## src/rtl/ms2pulses_pkg.sv

```systemverilog
// Shared types and constants for the millisecond pulse-train generator.
package ms2pulses_pkg;

    // Controller states: waiting, timing a duration, one-cycle completion.
    typedef enum logic [1:0] {
        IDLE = 2'd0,
        RUN  = 2'd1,
        DONE = 2'd2
    } state_t;

    // Durations wrap at this value, matching the pulse-count converter's range.
    localparam int MS_MOD = 1000;

    // Default width of millisecond values.
    localparam int DEFAULT_MS_W = 11;

    // Folds a requested duration into the 0..MS_MOD-1 range.
    function automatic int unsigned msModulo(input int unsigned value);
        return value % MS_MOD;
    endfunction

endpackage

```

## src/rtl/ms_tick_prescaler.sv

```systemverilog
// Free-running clock-cycle prescaler that marks the last cycle of each millisecond.
module ms_tick_prescaler #(
    parameter int CLK_PER_MS = 1000
) (
    input  logic clk,
    input  logic reset,
    input  logic clr,
    input  logic en,
    output logic tick
);

    localparam int CNT_W = (CLK_PER_MS > 1) ? $clog2(CLK_PER_MS) : 1;
    localparam logic [CNT_W-1:0] TERMINAL = CNT_W'(CLK_PER_MS - 1);

    logic [CNT_W-1:0] r_count;

    // Count 0..CLK_PER_MS-1 while enabled; clear has priority so timing restarts at zero.
    always_ff @(posedge clk) begin
        if (reset) begin
            r_count <= '0;
        end else if (clr) begin
            r_count <= '0;
        end else if (en) begin
            if (r_count == TERMINAL) begin
                r_count <= '0;
            end else begin
                r_count <= r_count + CNT_W'(1);
            end
        end
    end

    assign tick = (r_count == TERMINAL);

endmodule

```

## src/rtl/ms2pulses.sv

```systemverilog
// Converts a millisecond duration into a train of 1 ms tick pulses plus a done strobe.
module ms2pulses
    import ms2pulses_pkg::*;
#(
    parameter int CLK_PER_MS = 1000,
    parameter int MS_W       = DEFAULT_MS_W
) (
    input  logic            clk,
    input  logic            reset,
    input  logic [MS_W-1:0] ms,
    input  logic            start,
    input  logic            abort,
    output logic            tick,
    output logic            busy,
    output logic            done,
    output logic [MS_W-1:0] remaining
);

    state_t          r_state;
    state_t          w_nextState;
    logic [MS_W-1:0] r_remaining;
    logic [MS_W-1:0] w_loadValue;
    logic            w_prescTick;
    logic            w_prescClr;
    logic            w_prescEn;
    logic            w_tick;
    logic            w_startAccepted;
    logic            w_decrement;
    logic            w_lastMs;

    // Requested durations are folded into 0..999 at load time.
    assign w_loadValue = MS_W'(msModulo(32'(ms)));

    // A restart while RUN needs an abort first; abort always wins over start.
    assign w_startAccepted = start && !abort && (r_state != RUN);

    // Tick comes purely from registers so no input reaches an output combinationally.
    assign w_tick = (r_state == RUN) && w_prescTick;

    // A tick that coincides with abort is shown but does not consume a millisecond.
    assign w_decrement = w_tick && !abort && (r_remaining != '0);
    assign w_lastMs    = (r_remaining == MS_W'(1));

    // Prescaler only runs in RUN and sits at zero otherwise, so every run starts aligned.
    assign w_prescEn  = (r_state == RUN);
    assign w_prescClr = (r_state != RUN) || abort;

    ms_tick_prescaler #(
        .CLK_PER_MS(CLK_PER_MS)
    ) u_prescaler (
        .clk  (clk),
        .reset(reset),
        .clr  (w_prescClr),
        .en   (w_prescEn),
        .tick (w_prescTick)
    );

    // State register.
    always_ff @(posedge clk) begin
        if (reset) begin
            r_state <= IDLE;
        end else begin
            r_state <= w_nextState;
        end
    end

    // Next-state decision: abort first, then start/expiry handling per state.
    always_comb begin
        w_nextState = r_state;
        if (abort) begin
            w_nextState = IDLE;
        end else begin
            case (r_state)
                IDLE: begin
                    if (w_startAccepted) begin
                        w_nextState = (w_loadValue == '0) ? DONE : RUN;
                    end
                end
                RUN: begin
                    if (w_decrement && w_lastMs) begin
                        w_nextState = DONE;
                    end
                end
                DONE: begin
                    if (w_startAccepted) begin
                        w_nextState = (w_loadValue == '0) ? DONE : RUN;
                    end else begin
                        w_nextState = IDLE;
                    end
                end
                default: begin
                    w_nextState = IDLE;
                end
            endcase
        end
    end

    // Remaining-time counter: load on an accepted start, count down on each tick, hold otherwise.
    always_ff @(posedge clk) begin
        if (reset) begin
            r_remaining <= '0;
        end else if (w_startAccepted) begin
            r_remaining <= w_loadValue;
        end else if (w_decrement) begin
            r_remaining <= r_remaining - MS_W'(1);
        end
    end

    assign tick      = w_tick;
    assign busy      = (r_state == RUN);
    assign done      = (r_state == DONE);
    assign remaining = r_remaining;

endmodule

```

## config.mk

```make
export PLATFORM = sky130hd
export DESIGN_NAME = ms2pulses
export DESIGN_NICKNAME = d
export VERILOG_FILES = /design/src/rtl/ms2pulses_pkg.sv /design/src/rtl/ms_tick_prescaler.sv /design/src/rtl/ms2pulses.sv
export SDC_FILE = /design/constraint.sdc
export NUM_CORES = 1
export LEC_CHECK = 0
export ABC_AREA = 1
export BUFFER_PORTS_ARGS = -buffer_cell sky130_fd_sc_hd__buf_2
export CAP_MARGIN = 10
export CORE_MARGIN = 3
export CORE_UTILIZATION = 40
export CTS_CLUSTER_SIZE = 10
export DETAILED_ROUTE_END_ITERATION = 8
export HOLD_SLACK_MARGIN = 0.12
export PLACE_DENSITY = 0.68
export SYNTH_ARGS = -nofsm -noshare
export SYNTH_HDL_FRONTEND = slang
export SYNTH_SLANG_ARGS = --single-unit
```

## constraint.sdc

```tcl
create_clock -name clk -period 2.22 [get_ports clk]
set_input_delay 0.222 -clock clk [delete_from_list [all_inputs] [get_ports clk]]
set_output_delay 0.222 -clock clk [all_outputs]
set_load 0.005 [all_outputs]
```

## Word level (Yosys, flattened, before mapping)

Index checks and enable logic that the tools add are counted.

- Eq/ne operators: 7
- Reduce and logical (&&, ||, !) cells: 15
- Div/mod/pow operators: 1
- $add $sub $neg: 2
- Mux-type cells: 8

Operators by type and width:

| operator | number |
|---|---|
| modulo 11 x 10 -> 32 bit, second input constant | 1 |
| 2-to-1 mux 11 bit | 2 |
| equality test 11 x 1 -> 1 bit, second input constant | 1 |
| zero test 11 bit | 1 |
| nonzero test 11 bit | 1 |
| subtractor 11 x 1 -> 11 bit, second input constant | 1 |
| adder 10 x 1 -> 10 bit, second input constant | 1 |
| equality test 10 bit, second input constant | 1 |
| 2-to-1 mux 10 bit | 1 |
| 2-to-1 mux 2 bit | 4 |
| logical AND 1 bit | 6 |
| case mux 2 bit (3 select lines) | 1 |
| inequality test 2 x 1 -> 1 bit, second input constant | 2 |
| OR reduction 2 bit | 2 |
| equality test 2 x 1 -> 1 bit, second input constant | 1 |
| equality test 2 bit, second input constant | 1 |
| zero test 2 bit | 1 |
| inequality test 2 bit, second input constant | 1 |
| AND reduction 2 bit | 1 |
| nonzero test 2 bit | 1 |
| zero test 1 bit | 1 |
| logical OR 1 bit | 1 |

- Logic and storage cells: 36
- Bits of input ports: 15
- Output and inout port bits: 14
- Register bits: 23

## Logic depth before layout (Yosys ltp)

Gate-level depths: netlist (run 1).

- Word-level depth: 7
- Depth in mapped cells: 15
- Gate-level depth less buffers: 15

## Hierarchy

Synthesis (run 1) repeated with hierarchy kept, for this count alone.

- Cells, all modules: 259
- Area, all modules: 1739.2 um2

Modules (own cells, without submodules):

| module | sequential area each (um2) | area each (um2) | instances | cells each |
|---|---|---|---|---|
| ms2pulses | 260.2 | 1219.9 | 1 | 187 |
| ms_tick_prescaler | 200.2 | 519.2 | 1 | 72 |

## Least setup slack after synthesis (run 1)

OpenSTA, ideal clock, no wires.

- Path type: register to register
- From: register r_remaining[0], in the netlist remaining[0]
- To: register r_remaining[6], in the netlist remaining[6]
- Required time: 2.098 ns
- Period minus slack after synthesis: 1.790 ns
- Setup slack: 0.430 ns
- Library setup time: 0.122 ns
- Path buffers: 1
- Data arrival time: 1.668 ns
- Cell stages (with the launch flop): 13
- Cell sequence: dfxtp_1 inv_1 ha_1 nand3_1 nor3_2 nand4_1 nand2_1 inv_2 nor2_4 inv_2 buf_6 o21ai_0 a21oi_1

- Longest elaborated chain between the ends: 3
- Elaborated cells on any way between the ends: 6
- Those cells by class: add/sub (1); mux (2); reduce/logical (3)

Ends and longest elaborated chain:

| item | RTL line | RTL |
|---|---|---|
| start: declaration | ms2pulses.sv:21 | `logic [MS_W-1:0] r_remaining;` |
| start signal: assignment | ms2pulses.sv:103 | `r_remaining <= w_loadValue;` |
| start signal: assignment | ms2pulses.sv:105 | `r_remaining <= r_remaining - MS_W'(1);` |
| subtractor 11 x 1 -> 11 bit or nonzero test 11 bit (tied branches) | ms2pulses.sv:105, ms2pulses.sv:41 |  |
| 2-to-1 mux 11 bit or logical AND 1 bit (tied branches) | ms2pulses.sv:104, ms2pulses.sv:41 |  |
| 2-to-1 mux 11 bit or nonzero test 2 bit (tied branches) | - |  |

Several ways; a longest one is shown, not always the timed one. The select of a mux whose other input is x is not followed.
A chain may end at the register's enable or synchronous reset.

## Worst setup path in the final report (run 1)

- From: register u_prescaler.r_count[0]
- To: register r_remaining[9], in the netlist remaining[9]

- Longest elaborated chain between the ends: 5

Ends and longest elaborated chain:

| item | RTL line | RTL |
|---|---|---|
| start: declaration | ms_tick_prescaler.sv:15 | `logic [CNT_W-1:0] r_count;` |
| start signal: assignment | ms_tick_prescaler.sv:27 | `r_count <= r_count + CNT_W'(1);` |
| equality test 10 bit | ms_tick_prescaler.sv:32 | `assign tick = (r_count == TERMINAL);` |
| logical AND 1 bit | ms2pulses.sv:38 | `assign w_tick = (r_state == RUN) && w_prescTick;` |
| logical AND 1 bit (2 in series) | ms2pulses.sv:41 | `assign w_decrement = w_tick && !abort && (r_remaining != '0);` |
| nonzero test 2 bit (no line) | - |  |

Every way passes these cells.

==> impl.org, run 1 <==
** Die
- The floorplan step defined a core boundary enclosing 0.003854 mm^2.
- Number of placement rows :: 22
- # IOs :: 29
- From bottom edge to top edge, the die measures 70.86 um.
- The initial utilization of the core area, before any placement, comes to 0.4367.
- The die covers 0.005021 mm^2.
- From left edge to right edge, the die measures 70.86 um.

** Cells and area
- Fraction of final layout cells sized beyond drive strength 1 :: 0.2120
- The area growth from synthesis to layout is 15.54%.
- The repair_antennas step left the layout with diodes totalling 0.
- In the final layout, flip-flops and latches occupy 460.4 um^2.
- Number of standard cells in the layout, taps in and fillers out :: 331
- Total area of multi-input combinational cells :: 0.001081 mm^2
- The final layout contains 303 nets.
- Fill cell instance count of the final layout :: 413

** Worst hold path
- Cell depth of the worst min-delay path :: 2
- The tightest min-delay check is of the primary input to register type.
- The path with the worst hold slack has its endpoint at remaining[8]$_SDFFE_PP0P_.
- The startpoint identified for the worst hold timing path is reset.

** GRT
- Number of global-route vias before repair :: 1559
- Initial antenna violation count :: 0
- Across every metal layer, demand over resource in global routing totals 0.1581.
- The first global-routing pass estimated 6.637 mm of wire.
- Entering global routing, the biggest net connects 14 pins.
- Summed over all layers, the global routing overflow is 0.

** Setup path
- In this run the worst path has a maximum fanout of 13.
- STA classifies the critical path startpoint as a register.
- The worst setup path is of the register to register kind.
- STA classifies the critical path endpoint as a register.
- Measured in cells, the most critical reg-to-reg path has a length of 11.
- The setup check on the worst reg-to-reg path leaves a slack of 0.22 ns.
- Startpoint of the lowest-slack register-to-register path :: u_prescaler.r_count[0]$_SDFFE_PP0P_
- For the worst setup path, the data arrival time is 2.20 ns.
- Critical path required time :: 2.42 ns
- Capture point of the worst reg-to-reg path :: remaining[9]$_SDFFE_PP0P_

** Synth
- In this run the cell area of the synthesized design comes to 0.001683 mm^2.
- By instance count, the leading cell after synthesis is sky130_fd_sc_hd__nand2_1.
- Biggest area consumer among synthesized cells :: sky130_fd_sc_hd__dfxtp_1
- Synth Flop Type :: sky130_fd_sc_hd__dfxtp_1
- After synthesis, the most frequently instantiated cells are sky130_fd_sc_hd__nand2_1 (58), sky130_fd_sc_hd__inv_1 (31), sky130_fd_sc_hd__nor2_1 (28).
- The number of nets in the synthesized netlist is 270.
- After synthesis the netlist holds a flip-flop and latch count of 23.
- In this run, synthesis inferred 0 flip-flops with an integrated enable.
- After synthesis, the cell types taking the most area are sky130_fd_sc_hd__dfxtp_1 (27%), sky130_fd_sc_hd__nand2_1 (13%), sky130_fd_sc_hd__inv_1 (6.9%).
- Gate count of the mapped netlist :: 251
- After synthesis, the mean cell area works out to 6.705 um^2.
- Of the post-synthesis cell area, the dominant cell type holds 0.2736.
- Of the synthesized area, sequential elements account for 0.2736.
- Number of synthesis warnings :: 0
- Distinct cells, synth :: 38
- Counting flops with an async set or reset pin after synthesis yields a share of 0.

** Detailed routing
- Routed vias/inst :: 5.139
- After detailed routing, the total wire length is 3.859 mm.
- In this run the remaining antenna-violating nets after routing total 0.
- After detailed routing, the number of remaining DRC violations is 0.
- The routed layout has 1701 vias.
- In this run, the number of DRC markers left after iteration 0 of detailed routing was 75.
- In the final routed layout, each cell accounts on average for 11.66 um.
- The first detailed-routing pass took 4 iterations.

** Timing
- Once routing completed, OpenROAD measured the worst setup slack at 0.2247 ns.
- Slew at the pin with the worst max-slew slack :: 0.3906 ns
- Shortest period the worst path allows :: 1.995 ns
- Share of the clock period used by the worst path after layout :: 0.8988
- The final-report hold violation count is 0.
- The final-report max-slew violation count is 0.
- Final setup violation count :: 0
- Setup Skew :: 0.005586 ns
- Summed over all failing endpoints, the final setup total negative slack is 0 ns.
- Slew Limit Headroom :: 0.7362
- FMAX :: 501.2 MHz

** Clock tree
- The clock net in this run drives a total of 23 sinks.
- In this run the number of H-tree levels came out at 1.
- The root buffer cell chosen for the clock tree is sky130_fd_sc_hd__clkbuf_8.
- In this run, CTS created clock tree buffers numbering 3.
- CTS tree :: yes
- Clock transition time at the flip-flop clock pins of the worst setup and hold paths :: 0.09 ns
- Clock latency on the worst-skew pair, taken at its later pin, is 0.27 ns.
- For this design, the CTS-stage hold fixing added 0 buffers.
- Buffer levels on the longest clock path :: 2

** Power and ir drop
- Summing internal, switching and leakage power gives 957.8 uW.
- Leakage power figure :: 0.9322 nW
- Worst VDD drop :: 0.2662 mV
- For this design the ratio of total power to cell area is 492.6 mW/mm^2.

** Flow run
- Across the run, the number of max-cap violations was 0.

** Placement
- Once detailed placement completed, the half-perimeter wirelength came to 3.086 mm.
- The congestion estimate from routability-driven global placement came to 0.8547.
- Pre-CTS setup slack :: 0.1567 ns
- During placement, the flow inserted port buffers numbering 28.
- After detailed placement, the design holds a cell count of 327.

** Status
- The run finished with clean final reports.
[how the worst max path moves through the flow]
stage | start | end | slack (ns) | cells after the start
after floorplan | remaining[0]$_SDFFE_PP0P_ | remaining[6]$_SDFFE_PP0P_ | 0.43 | 12
after global placement | ms[9] | r_state[0]$_SDFFE_PP0P_ | 0.21 | 16
after detailed placement | ms[9] | r_state[0]$_SDFFE_PP0P_ | 0.16 | 16
after CTS | u_prescaler.r_count[0]$_SDFFE_PP0P_ | remaining[9]$_SDFFE_PP0P_ | 0.20 | 11
after global routing | u_prescaler.r_count[0]$_SDFFE_PP0P_ | remaining[9]$_SDFFE_PP0P_ | -0.04 | 11
final | u_prescaler.r_count[0]$_SDFFE_PP0P_ | remaining[9]$_SDFFE_PP0P_ | 0.22 | 11
[timing repair]
action	4_1_cts	5_1_grt
setup buffers	0	0
setup endpoints to repair	0	6
gates resized for setup	0	2
[metal layers]
metal  vias up  part of all wire  wire length [um]  track usage
met5         -                 0                 0            0
met4         0             0.012                48      0.02714
met3         6             0.054               209      0.03693
met2        43              0.46              1786       0.2585
met1       765              0.47              1815       0.2152
li1        887                 -                 -            -
[critical path: stages (launching register included)]
cell                       delay [ns]
sky130_fd_sc_hd__dfxtp_1         0.37
sky130_fd_sc_hd__ha_1            0.18
sky130_fd_sc_hd__nand2_1         0.14
sky130_fd_sc_hd__nor4_4          0.28
sky130_fd_sc_hd__nand2_1         0.13
sky130_fd_sc_hd__nor2_1          0.13
sky130_fd_sc_hd__nand2_1         0.13
sky130_fd_sc_hd__inv_2           0.12
sky130_fd_sc_hd__nor2_4          0.06
sky130_fd_sc_hd__inv_4           0.13
sky130_fd_sc_hd__o211ai_1        0.13
sky130_fd_sc_hd__a21oi_1         0.13
[report_power, final]
group,switching [mW],total [mW],internal [mW],leakage (nW)
Sequential,0.0185,0.446,0.428,0.187
Combinational,0.147,0.249,0.101,0.720
Clock,0.138,0.263,0.125,0.0255
[placed cells by master, fill, tap and decap left out, drive strengths merged]
| master | instances |
|---|---|
| a21boi | 1 |
| buf | 31 |
| and3 | 1 |
| o21ai | 18 |
| a211oi | 1 |
| nand3 | 14 |
| nand2 | 63 |
| xor2 | 9 |
| clkinv | 1 |
| nor2 | 34 |
| inv | 35 |
| dfxtp | 23 |
| a21oi | 13 |
| o41ai | 1 |
| o21bai | 1 |
| nand4 | 7 |
| or3 | 1 |
| a31oi | 3 |
| or2 | 1 |
| clkbuf | 3 |
| nor3 | 9 |
| o2111ai | 1 |
| nand3b | 2 |
| nor4 | 1 |
| o211ai | 3 |
| xnor2 | 2 |
| ha | 4 |
[layout make-up]
| class | instances | area share |
|---|---|---|
| inverter | 35 | 0.06885 |
| clock buffer | 3 | 0.02124 |
| multi-input combinational | 190 | 0.5560 |
| tap | 48 | 0.03089 |
| clock inverter | 1 | 0.002574 |
| sequential | 23 | 0.2368 |
| timing repair buffer | 31 | 0.08366 |
[kinds of logic after synthesis]
family | count (synthesis) | share of synthesized area
buf+inv | 38 | 0.08922
xor+xnor | 11 | 0.05725
compound gates | 42 | 0.1547
flops | 23 | 0.2736
simple gates | 133 | 0.3955
fa+ha+maj | 4 | 0.02974
[stage by stage]
step             util  cell area, um^2  hold WS (ns)
3_5_place_dp   0.4896             1887        0.4407
5_1_grt        0.5045             1944        0.1881
6_report       0.5045             1944        0.1879
2_1_floorplan       -             1683        0.2911
4_1_cts        0.5016             1933        0.1783
3_3_place_gp   0.4896             1887        0.4252
[sequential cells by signal, summed over array words and instances, names as in the netlist]
register / count
u_prescaler.r_count: 10
remaining: 11
r_state: 2
No activity file was read; power rests on OpenSTA's default activity.
==> run 2, diff against run 1 <==
--- a/config.mk
+++ b/config.mk
@@ -5,7 +5,6 @@
 export SDC_FILE = /design/constraint.sdc
 export NUM_CORES = 1
 export LEC_CHECK = 0
-export ABC_AREA = 1
 export BUFFER_PORTS_ARGS = -buffer_cell sky130_fd_sc_hd__buf_2
 export CAP_MARGIN = 10
 export CORE_MARGIN = 3
==> impl.org, run 2 <==
** Status
- Outcome :: finished, final reports clean

** Detailed routing
- The detailed router finished its first iteration with 155 violations.
- The first detailed-routing pass ran for 4 iterations.
- The count of nets left with antenna violations once routing finished came out at 0.
- Across all layers, the routed design uses 1804 vias.
- After detailed routing, the number of remaining DRC violations is 0.
- Routed vias/inst :: 5.483
- In the final routed layout, each cell accounts on average for 13.15 um.
- Total detailed-routing wirelength :: 4.325 mm

** Timing
- Number of max-slew violations in the final report :: 0
- Setup Skew :: 0.003247 ns
- Setup repair after global routing could not meet its margin everywhere.
- Final setup violation count :: 0
- Measured against its own limit, the worst slew margin works out to 0.6377.
- Dividing the final minimum period by the clock period gives 0.9558.
- For this run, the top clock speed supported by timing is 471.3 MHz.
- Once routing completed, OpenROAD measured the worst setup slack at 0.09808 ns.
- Setup total negative slack on the finished layout was measured at 0 ns.
- The routed design could run at a clock period as short as 2.122 ns.
- Final Hold Viols :: 0
- For the pin with the worst max-slew slack, the measured transition is 0.5366 ns.

** Placement
- # placed instances :: 322
- Number of buffer cells added on primary ports :: 28
- Global placement routability congestion :: 0.8582
- Half-perimeter wire length of the detailed placement result :: 3.424 mm
- At the placement stage, the worst setup path has a slack of -0.05974 ns.
- Instance area at placement :: 0.002138 mm^2

** Cells and area
- After routing the design area is 0.002231 mm^2.
- The repair_antennas step left the layout with diodes totalling 0.
- Fill cells in the final layout number 414.
- Most frequent standard cell in the layout excluding fill and tap cells :: sky130_fd_sc_hd__buf_4
- In the final layout, the share of cells above drive strength 1 is 0.3011.
- Number of standard cells in the layout, taps in and fillers out :: 329
- The library cells used most frequently in the layout, excluding fill and tap cells, are sky130_fd_sc_hd__buf_4 (35), sky130_fd_sc_hd__buf_2 (28), sky130_fd_sc_hd__nor2_1 (27).
- The register with the most flip-flops in the layout has 11 of them.
- Final-stage net count :: 299
- P&R area growth vs syn :: 27.81%

** Synth
- Synthesis-stage register bit count :: 23
- In the synthesized netlist, the cells that appear most often are sky130_fd_sc_hd__nor2_1 (29), sky130_fd_sc_hd__dfxtp_1 (23), sky130_fd_sc_hd__nand2_1 (19).
- Share of the synthesized area in the top cell type :: 0.2638
- Gate count of the mapped netlist :: 227
- After synthesis, the cell types taking the most area are sky130_fd_sc_hd__dfxtp_1 (26%), sky130_fd_sc_hd__nor2_1 (6.2%), sky130_fd_sc_hd__xor2_1 (4.5%).
- For this run, the number of Yosys warnings is 0.
- Yosys mapped the design onto 51 distinct sky130hd cell types.
- Mapped Area :: 0.001745 mm^2
- Most frequent cell after synthesis :: sky130_fd_sc_hd__nor2_1
- Syn Nets :: 246
- Counting flops with an async set or reset pin after synthesis yields a share of 0.
- The biggest area contributor in the post-synthesis netlist is sky130_fd_sc_hd__dfxtp_1.
- Per-instance average area after synthesis :: 7.689 um^2
- Synth Flop Type :: sky130_fd_sc_hd__dfxtp_1
- Of the synthesized area, sequential elements account for 0.2638.
- Counting flops with a built-in enable in the synthesized netlist gives 0.

** Power and ir drop
- Leakage power figure :: 0.8954 nW
- Total power divided by cell area :: 421.0 mW/mm^2
- Worst VDD drop :: 0.3302 mV

** Setup path
- Broken down by cell family, the worst path's largest delay share belongs to simple AND/OR/NAND/NOR gates.
- The signal on the critical path passes through or3b_1 > or3_4 > a2111oi_4 > nand3_4 > nor4_4 > xnor2_1 > a211oi_2.
- For the worst setup path, the data required time is 2.42 ns.
- STA classifies the critical path endpoint as a register.
- Startpoint types :: register
- Among all stages on the critical path, the largest delay is contributed by sky130_fd_sc_hd__or3b_1.
- The critical path contains buffers and inverters numbering 0 combined.
- Critical path's largest stage delay :: 0.37 ns
- Of all nets on the critical path, the largest fanout is 4.
- By startpoint and endpoint, the worst setup path is classified as register to register.
- Data arrival time of the worst path :: 2.32 ns

** Clock tree
- CTS tree :: yes
- Buffer levels on the longest clock path :: 2
- Root Driver :: sky130_fd_sc_hd__clkbuf_8
- CTS saw 23 sinks.
- Counting the buffers created by CTS gives 3.
- Number of buffers inserted by hold repair at cts :: 0
- Clock transition time at the flip-flop clock pins of the worst setup and hold paths :: 0.08 ns
- Number of levels in the clock H-tree :: 1
- Clk_lat worst skew :: 0.26 ns

** GRT
- Global routing usage summed across all routing layers :: 0.1747
- GRT met3 Usage :: 0.04017
- Initial antenna violation count :: 0
- Aggregate global routing overflow :: 0
- Global routing met1 resource utilization :: 0.2336
- Entering global routing, the biggest net connects 18 pins.
- Global-route wire length before repair :: 7.417 mm
- Fraction of met2 tracks used by global routing :: 0.2939
- The number of global-route vias before repair is 1610.
- In this run the most used layer during global routing was met2.

** Die
- Die footprint :: 0.005192 mm^2
- Die Wd :: 72.06 um
- The core region is 0.004115 mm^2.
- The initial utilization of the core area, before any placement, comes to 0.4241.
- In this run the vertical extent of the chip is 72.06 um.
- The floorplan has 23 rows.
- # IOs :: 29

** Flow run
- The tool flagged a number of max-cap violations equal to 0.

** Worst hold path
- Min-Delay Path Class :: primary input to register
==> run 2: changes by cell type after synthesis, sizes merged, moves of 6 or more <==
cell and change:
o21ai -9, xnor2 +6, nand3 -9, a211oi +8, nand2 -44, clkbuf +10, or3 +6, inv -26
==> run 2: cell type report <==
cell class	instances	area [um^2]	area share
clock buffers	3	41.29	0.01851
clock inverters	1	5.005	0.002243
inverters	9	33.78	0.01514
multi-input cells	180	1222	0.5480
flip-flops and latches	23	462.9	0.2075
well taps	50	62.56	0.02804
repair buffers	63	402.9	0.1806
==> run 2: cell families after synthesis <==
family | synth area share
compound gates | 0.2172
buf+inv | 0.05520
fa+ha+maj | 0.02867
xor+xnor | 0.08531
simple gates | 0.3441
mux | 0.005735
flops | 0.2638
==> run 2: per-layer routing <==
layer / vias to the layer above / part of all wire
met3: 4 / 0.052
met5: - / 0
met4: 0 / 0.0067
li1: 938 / -
met2: 34 / 0.49
met1: 828 / 0.45
==> run 2: worst reg2reg max path, delay by kind of cell, from the launching register on <==
family | cells | cell delay [ns]
flops | 1 | 0.33
simple gates | 4 | 1.09
xor+xnor | 1 | 0.10
compound gates | 2 | 0.54
==> run 2: timing repair <==
item	4_1_cts	5_1_grt
setup endpoints to repair	0	6
gates resized for setup	0	6
buffers inserted	0	3
==> run 2: worst paths after layout <==
| check | endpoint | slack, ns | cells past startpoint | from |
|---|---|---|---|---|
| hold reg to reg | u_prescaler.r_count[9]$_SDFFE_PP0P_ | 0.51 | 2 | u_prescaler.r_count[9]$_SDFFE_PP0P_ |
| setup reg to reg | remaining[5]$_SDFFE_PP0P_ | 0.1 | 7 | u_prescaler.r_count[3]$_SDFFE_PP0P_ |
| setup / recovery | remaining[5]$_SDFFE_PP0P_ | 0.1 | 7 | u_prescaler.r_count[3]$_SDFFE_PP0P_ |
| hold / removal | r_state[1]$_SDFFE_PP0P_ | 0.24 | 2 | abort |
==> run 2: report_power, final <==
part           internal, mW  total, mW  leakage, nW  switching, mW
sequential            0.426      0.436        0.188         0.0105
combinational         0.107      0.240        0.682          0.133
clock                 0.125      0.262       0.0255          0.137
total                 0.659      0.939        0.895          0.281
==> run 2: stage by stage <==
step	power, mW	util	hold slack [ns]
after floorplan	0.5876	-	0.2982
after global placement	0.6799	0.5196	0.4751
after detailed placement	0.6828	0.5196	0.4853
after CTS	0.9435	0.5309	0.2383
after global routing	0.9938	0.5421	0.2540
final	0.9392	0.5421	0.2424
